**src/rtl/hazard_track_unit_pkg.sv**
```systemverilog
// Shared definitions for the hazard tracking unit: forwarding select encodings,
// slot field widths, busy-FSM states and slot flag payload.
package hazard_track_unit_pkg;

  localparam int unsigned REG_AW_DEF = 5;
  localparam int unsigned FWD_W      = 2;
  localparam int unsigned STAT_W     = 16;

  localparam logic [FWD_W-1:0] FWD_RF  = 2'b00;
  localparam logic [FWD_W-1:0] FWD_MEM = 2'b01;
  localparam logic [FWD_W-1:0] FWD_WB  = 2'b10;

  typedef enum logic {
    ST_IDLE = 1'b0,
    ST_BUSY = 1'b1
  } busy_state_e;

  typedef struct packed {
    logic valid;
    logic reg_write;
    logic load;
    logic store;
    logic multi;
    logic use_rs1;
    logic use_rs2;
  } slot_flags_t;

endpackage

```
**src/rtl/hazard_track_unit_src_match.sv**
```systemverilog
// Compares one source register address against a tracked slot's destination;
// register 0 is hardwired zero and never matches.
module hazard_src_match #(
  parameter int unsigned AW = 5
) (
  input  logic          valid,
  input  logic          reg_write,
  input  logic [AW-1:0] rd,
  input  logic [AW-1:0] src,
  output logic          match_c
);

  assign match_c = valid & reg_write & (rd == src) & (src != '0);

endmodule

```
**src/rtl/hazard_track_unit.sv**
```systemverilog
// EX/MEM/WB hazard tracker: operand and store-data forwarding, load-use and
// multi-cycle stalls. Define HAZARD_STATS_EN to add stall-cause counters.
module hazard_track_unit
  import hazard_track_unit_pkg::*;
#(
  parameter int unsigned REG_AW    = REG_AW_DEF,
  parameter int unsigned MULTI_LAT = 4,
  parameter int unsigned CNT_W     = 3
) (
  input  logic              clk,
  input  logic              reset_n,
  input  logic              id_valid,
  input  logic [REG_AW-1:0] id_rs1,
  input  logic [REG_AW-1:0] id_rs2,
  input  logic              id_use_rs1,
  input  logic              id_use_rs2,
  input  logic              id_store,
  input  logic [REG_AW-1:0] id_rd,
  input  logic              id_reg_write,
  input  logic              id_load,
  input  logic              id_multi,
  input  logic              flush,
  output logic              stall,
  output logic [FWD_W-1:0]  fwd_a,
  output logic [FWD_W-1:0]  fwd_b,
  output logic              mem_store_fwd
`ifdef HAZARD_STATS_EN
  ,
  output logic [STAT_W-1:0] stat_lu,
  output logic [STAT_W-1:0] stat_mc
`endif
);

  typedef struct packed {
    slot_flags_t       f;
    logic [REG_AW-1:0] rd;
    logic [REG_AW-1:0] rs1;
    logic [REG_AW-1:0] rs2;
  } slot_t;

  slot_t       ex_q, mem_q, wb_q;
  slot_t       ex_d, mem_d, wb_d;
  slot_t       id_slot;
  busy_state_e state_q, state_d;
  logic [CNT_W-1:0] busy_cnt_q, busy_cnt_d;

  logic lu_c, mc_c, take_id_c;
  logic m_ex_id1, m_ex_id2;
  logic m_mem_a, m_mem_b, m_wb_a, m_wb_b, m_wb_st;
  logic unused_slot_bits;

  // Source/slot comparators: ID sources vs EX, EX sources vs MEM/WB, MEM store data vs WB.
  hazard_src_match #(.AW(REG_AW)) u_ex_id1 (
    .valid(ex_q.f.valid), .reg_write(ex_q.f.reg_write), .rd(ex_q.rd), .src(id_rs1), .match_c(m_ex_id1));
  hazard_src_match #(.AW(REG_AW)) u_ex_id2 (
    .valid(ex_q.f.valid), .reg_write(ex_q.f.reg_write), .rd(ex_q.rd), .src(id_rs2), .match_c(m_ex_id2));
  hazard_src_match #(.AW(REG_AW)) u_mem_a (
    .valid(mem_q.f.valid), .reg_write(mem_q.f.reg_write), .rd(mem_q.rd), .src(ex_q.rs1), .match_c(m_mem_a));
  hazard_src_match #(.AW(REG_AW)) u_mem_b (
    .valid(mem_q.f.valid), .reg_write(mem_q.f.reg_write), .rd(mem_q.rd), .src(ex_q.rs2), .match_c(m_mem_b));
  hazard_src_match #(.AW(REG_AW)) u_wb_a (
    .valid(wb_q.f.valid), .reg_write(wb_q.f.reg_write), .rd(wb_q.rd), .src(ex_q.rs1), .match_c(m_wb_a));
  hazard_src_match #(.AW(REG_AW)) u_wb_b (
    .valid(wb_q.f.valid), .reg_write(wb_q.f.reg_write), .rd(wb_q.rd), .src(ex_q.rs2), .match_c(m_wb_b));
  hazard_src_match #(.AW(REG_AW)) u_wb_st (
    .valid(wb_q.f.valid), .reg_write(wb_q.f.reg_write), .rd(wb_q.rd), .src(mem_q.rs2), .match_c(m_wb_st));

  // Several slot fields only travel down the pipe for observability.
  assign unused_slot_bits = ^{ex_q.f.multi, ex_q.f.store, mem_q, wb_q};

  function automatic logic [FWD_W-1:0] fwd_sel(input logic use_src, input logic m_mem,
                                               input logic mem_load, input logic m_wb);
    logic [FWD_W-1:0] sel;
    sel = FWD_RF;
    if (use_src) begin
      if (m_mem && !mem_load) sel = FWD_MEM;
      else if (m_wb)          sel = FWD_WB;
    end
    return sel;
  endfunction

  assign lu_c = ex_q.f.load & ((m_ex_id1 & id_use_rs1) | (m_ex_id2 & id_use_rs2));
  assign mc_c = (busy_cnt_q != '0);
  assign stall = id_valid & (lu_c | mc_c) & ~flush;
  assign take_id_c = id_valid & ~lu_c & ~flush;

  assign fwd_a = ex_q.f.valid ? fwd_sel(ex_q.f.use_rs1, m_mem_a, mem_q.f.load, m_wb_a) : FWD_RF;
  assign fwd_b = ex_q.f.valid ? fwd_sel(ex_q.f.use_rs2, m_mem_b, mem_q.f.load, m_wb_b) : FWD_RF;
  assign mem_store_fwd = mem_q.f.valid & mem_q.f.store & m_wb_st;

  // Next-state: slot advance and busy counter FSM.
  always_comb begin
    id_slot    = '0;
    state_d    = state_q;
    busy_cnt_d = busy_cnt_q;
    ex_d       = ex_q;
    mem_d      = mc_c ? slot_t'('0) : ex_q;
    wb_d       = mem_q;

    id_slot.f.valid     = 1'b1;
    id_slot.f.reg_write = id_reg_write;
    id_slot.f.load      = id_load;
    id_slot.f.store     = id_store;
    id_slot.f.multi     = id_multi;
    id_slot.f.use_rs1   = id_use_rs1;
    id_slot.f.use_rs2   = id_use_rs2;
    id_slot.rd          = id_rd;
    id_slot.rs1         = id_rs1;
    id_slot.rs2         = id_rs2;

    case (state_q)
      ST_IDLE: begin
        ex_d = take_id_c ? id_slot : slot_t'('0);
        if (take_id_c && id_multi) begin
          busy_cnt_d = CNT_W'(MULTI_LAT - 1);
          state_d    = ST_BUSY;
        end
      end
      ST_BUSY: begin
        busy_cnt_d = busy_cnt_q - CNT_W'(1);
        if (busy_cnt_q == CNT_W'(1)) state_d = ST_IDLE;
      end
      default: state_d = ST_IDLE;
    endcase

    // Flush kills the EX instruction and aborts any multi-cycle op in flight.
    if (flush) begin
      ex_d       = '0;
      busy_cnt_d = '0;
      state_d    = ST_IDLE;
    end
  end

  always_ff @(posedge clk or negedge reset_n) begin
    if (!reset_n) begin
      state_q    <= ST_IDLE;
      busy_cnt_q <= '0;
      ex_q       <= '0;
      mem_q      <= '0;
      wb_q       <= '0;
    end else begin
      state_q    <= state_d;
      busy_cnt_q <= busy_cnt_d;
      ex_q       <= ex_d;
      mem_q      <= mem_d;
      wb_q       <= wb_d;
    end
  end

`ifdef HAZARD_STATS_EN
  // Saturating stall-cause counters; a multi-cycle stall wins attribution.
  always_ff @(posedge clk or negedge reset_n) begin
    if (!reset_n) begin
      stat_lu <= '0;
      stat_mc <= '0;
    end else if (stall) begin
      if (mc_c) begin
        if (stat_mc != '1) stat_mc <= stat_mc + STAT_W'(1);
      end else if (lu_c) begin
        if (stat_lu != '1) stat_lu <= stat_lu + STAT_W'(1);
      end
    end
  end
`endif

endmodule

```
**config.mk**
```make
export PLATFORM = sky130hd
export DESIGN_NAME = hazard_track_unit
export DESIGN_NICKNAME = d
export VERILOG_FILES = /design/src/rtl/hazard_track_unit_pkg.sv /design/src/rtl/hazard_track_unit_src_match.sv /design/src/rtl/hazard_track_unit.sv
export SDC_FILE = /design/constraint.sdc
export NUM_CORES = 1
export LEC_CHECK = 0
export CORE_MARGIN = 5
export CORE_UTILIZATION = 58
export DETAILED_ROUTE_END_ITERATION = 8
export GPL_TIMING_DRIVEN = 1
export PLACE_DENSITY = 0.91
export SYNTH_ARGS = -nofsm -noshare
export SYNTH_HDL_FRONTEND = slang
export SYNTH_SLANG_ARGS = --single-unit
export TNS_END_PERCENT = 30
```
**constraint.sdc**
```tcl
create_clock -name clk -period 2.83 [get_ports clk]
set_input_delay 0.283 -clock clk [delete_from_list [all_inputs] [get_ports clk]]
set_output_delay 0.283 -clock clk [all_outputs]
set_load 0.01 [all_outputs]
```
==> results_dict.tcl <==
set metrics [dict create \
    grt_setup_unrepaired "false" \
    area_growth_pct 19.4 \
    n_fill_cell 283 \
    r2r_end "ex_q[10]" \
    fin_nets 252 \
    hold_viol 0 \
    fmax_mhz 375 \
    power.total_w 0.00136 \
    endpoint_kind "primary output" \
    yosys.area.top_type_share 0.515 \
    postCtsHoldBufs 0 \
    yosys.area.top_type "dfrtp_1" \
    ys_seq_elements 46 \
    dr.pass1.iters 4 \
    rr_worst_depth 6 \
    fin_crit_sh 0.942 \
    slew_violations 0 \
    fin_util 0.724 \
    path_delay_family "simple AND/OR/NAND/NOR gates" \
    ys_types 35 \
    routed_wl_um 4600 \
    grt_start_max_net_pins 47 \
    cellPowerDensity_mw_per_mm2 511 \
    switchingPower_w 0.000357 \
    cp.required_ns 2.55 \
    hpwl_um 3450 \
    reg2reg_slack_ns 0.82 \
    crit_slowest_cell "clkdlybuf4s50_1" \
    dieHeight_um 72.1 \
    cts_tree "built" \
    post_drt_wl_per_cell_um 16.8 \
    grt_pass1_wl_um 7990 \
    crit_type "reg -> out" \
    die_area_mm2 0.00520 \
    synth_area_per_cell_um2 11.8 \
    htreeDepth 2 \
    ant_nets 0 \
    synthTopCellsByArea "dfrtp_1 51%, xnor2_1 9.4%, a22o_2 9.0%, and2_1 4.5%, xor2_1 3.5%" \
    cp_max_fo 4 \
    relSlewSlack 0.348 \
    synth_edf_count 0 \
    viasPerCell 5.83 \
    start_kind "flop" \
    cts_setup_buffers 0 \
    core_area_mm2 0.00369 \
    p_int_w 0.00101 \
    place_area_mm2 0.00257 \
    cp_cell_sequence "or4_1 -> nor2_1 -> nor4_1 -> nor4_1 -> clkdlybuf4s50_1" \
    grt_pass1_vias 1677 \
    final_common_cell "dfrtp_1" \
    clock_latency_ns 0.30 \
    cts_sinks 46 \
    vias 1592 \
    synth_seq_area_share 0.515 \
    ir_drop_uv 335 \
    fin_worst_skew_ns 0.0124 \
    place.gp.congestion 0.865 \
    cts_made_buffers 5 \
    pwr-share-seq 0.546 \
    hp-class "in -> async" \
    cp_slowest_stage_delay_ns 0.59 \
    pwr-share-clk 0.296 \
    min_period_ns 2.66 \
    p_leak_nw 1.17 \
    syn_nets 218 \
    path_common_cell "nor4_1" \
    n_antenna_cell 0 \
    cp.buffers_inverters 1 \
    fp-row-count 22 \
    setup_tns_ns 0 \
    synth_warnings 0 \
    track_usage 0.200 \
    whs_ns 0.140 \
    setup_violations 0 \
    grt_remaining_overflow 0 \
    worstMarginPinSlew_ns 0.977 \
    final_area_mm2 0.00267 \
    portBuffers 30 \
    ys.flop_type "dfrtp_1" \
    drive_above_1_share 0.160 \
    status "finished clean" \
    layout_common_cells "46 x dfrtp_1, 28 x clkdlybuf4s50_1, 24 x xnor2_1" \
    dieWidth_um 72.1 \
    p_comb_frac 0.158 \
    clk_pin_slew_ns 0.09 \
    r2r-start "ex_q[14]" \
    swShare 0.261 \
    critPathArrivalTime_ns 2.38 \
    netlist_instances 190 \
    clk_path_buf_depth 2 \
    design.portCount 31 \
    antenna_found_initial 0 \
    synth_area_mm2 0.00224 \
    dr.first_iter.drc_count 99 \
    async_flop_share 1.00 \
    start_util 0.606 \
    cts_root_buffer "clkbuf_8" \
    drc 0 \
    cap_violations 0 \
]
cell usage after synthesis (all sizes together), types with 2 or more instances:
cell    count
nand2       6
nand3       2
and3        2
ha          3
xnor2      24
or4         3
nand4       8
inv         5
nor4       10
nand2b      5
a21oi       4
xor2        9
nor2b       2
dfrtp      46
buf         3
clkbuf      3
nor2        6
and2       16
a22o       21
routing by layer:
layer	up-vias	track usage	wire length [µm]
li1	756	-	-
met1	760	0.265	2000
met2	60	0.312	2150
met3	16	0.0499	323
met4	0	0.0877	119
met5	-	0	0
area by class of cell:
type | instances | area [µm²] | area share
Sequential cell | 46 | 1150 | 0.431
Timing Repair Buffer | 33 | 320 | 0.120
Clock inverter | 1 | 5.00 | 0.00188
Multi-Input combinational cell | 133 | 1030 | 0.385
Clock buffer | 7 | 86.3 | 0.0323
Tap cell | 48 | 60.1 | 0.0225
Inverter | 5 | 18.8 | 0.00703
power groups by stage:
stage	sequential (W)	clock, W	combinational, W
finish	0.000745	0.000404	0.000215
global route	0.000751	0.000439	0.000241
CTS	0.000745	0.000412	0.000218
detailed placement	0.000757	0	0.000216
global placement	0.000755	0	0.000212
floorplan	0.000741	0	0.000141
flip-flops by register name, summed over array words and instances (netlist names):
register    cells
mem_q          14
wb_q            7
busy_cnt_q      3
ex_q           21
state_q         1
worst register-to-register path: stages, from the launching register on:
cell	delay [ns]
dfrtp_1	0.45
or2_0	0.22
o21ai_0	0.24
nor4b_2	0.44
nor4_4	0.07
buf_4	0.20
a22o_2	0.27
metrics by stage:
step,setup WS (ns),instances
2_1_floorplan,0.999,190
3_3_place_gp,0.150,265
3_5_place_dp,0.106,265
4_1_cts,0.0961,273
5_1_grt,0.0463,273
6_report,0.165,273
cell families after synthesis:
family | synth area share
buffers and inverters | 0.0257
and+or+nand+nor | 0.180
DFF | 0.515
AOI/OAI and AO/OA | 0.133
xor gates and xnor gates | 0.129
adders and majority gates | 0.0168
how the worst max path moves through the flow:
stage | start | endpoint | slack, ns | cells past startpoint
finish | ex_q[6] | fwd_a[1] | 0.17 | 5
global route | ex_q[6] | fwd_a[1] | 0.05 | 5
CTS | id_rs2[0] | stall | 0.1 | 7
detailed placement | id_rs2[0] | stall | 0.11 | 7
global placement | id_rs2[0] | stall | 0.15 | 7
floorplan | ex_q[3] | fwd_b[1] | 1.0 | 4
timing repair:
item                                    4_1_cts  5_1_grt
endpoints found under the hold margin         0        0
gates resized for setup                       0        1
endpoints found under the setup margin        0        2
(Power assumes the default switching activity.)
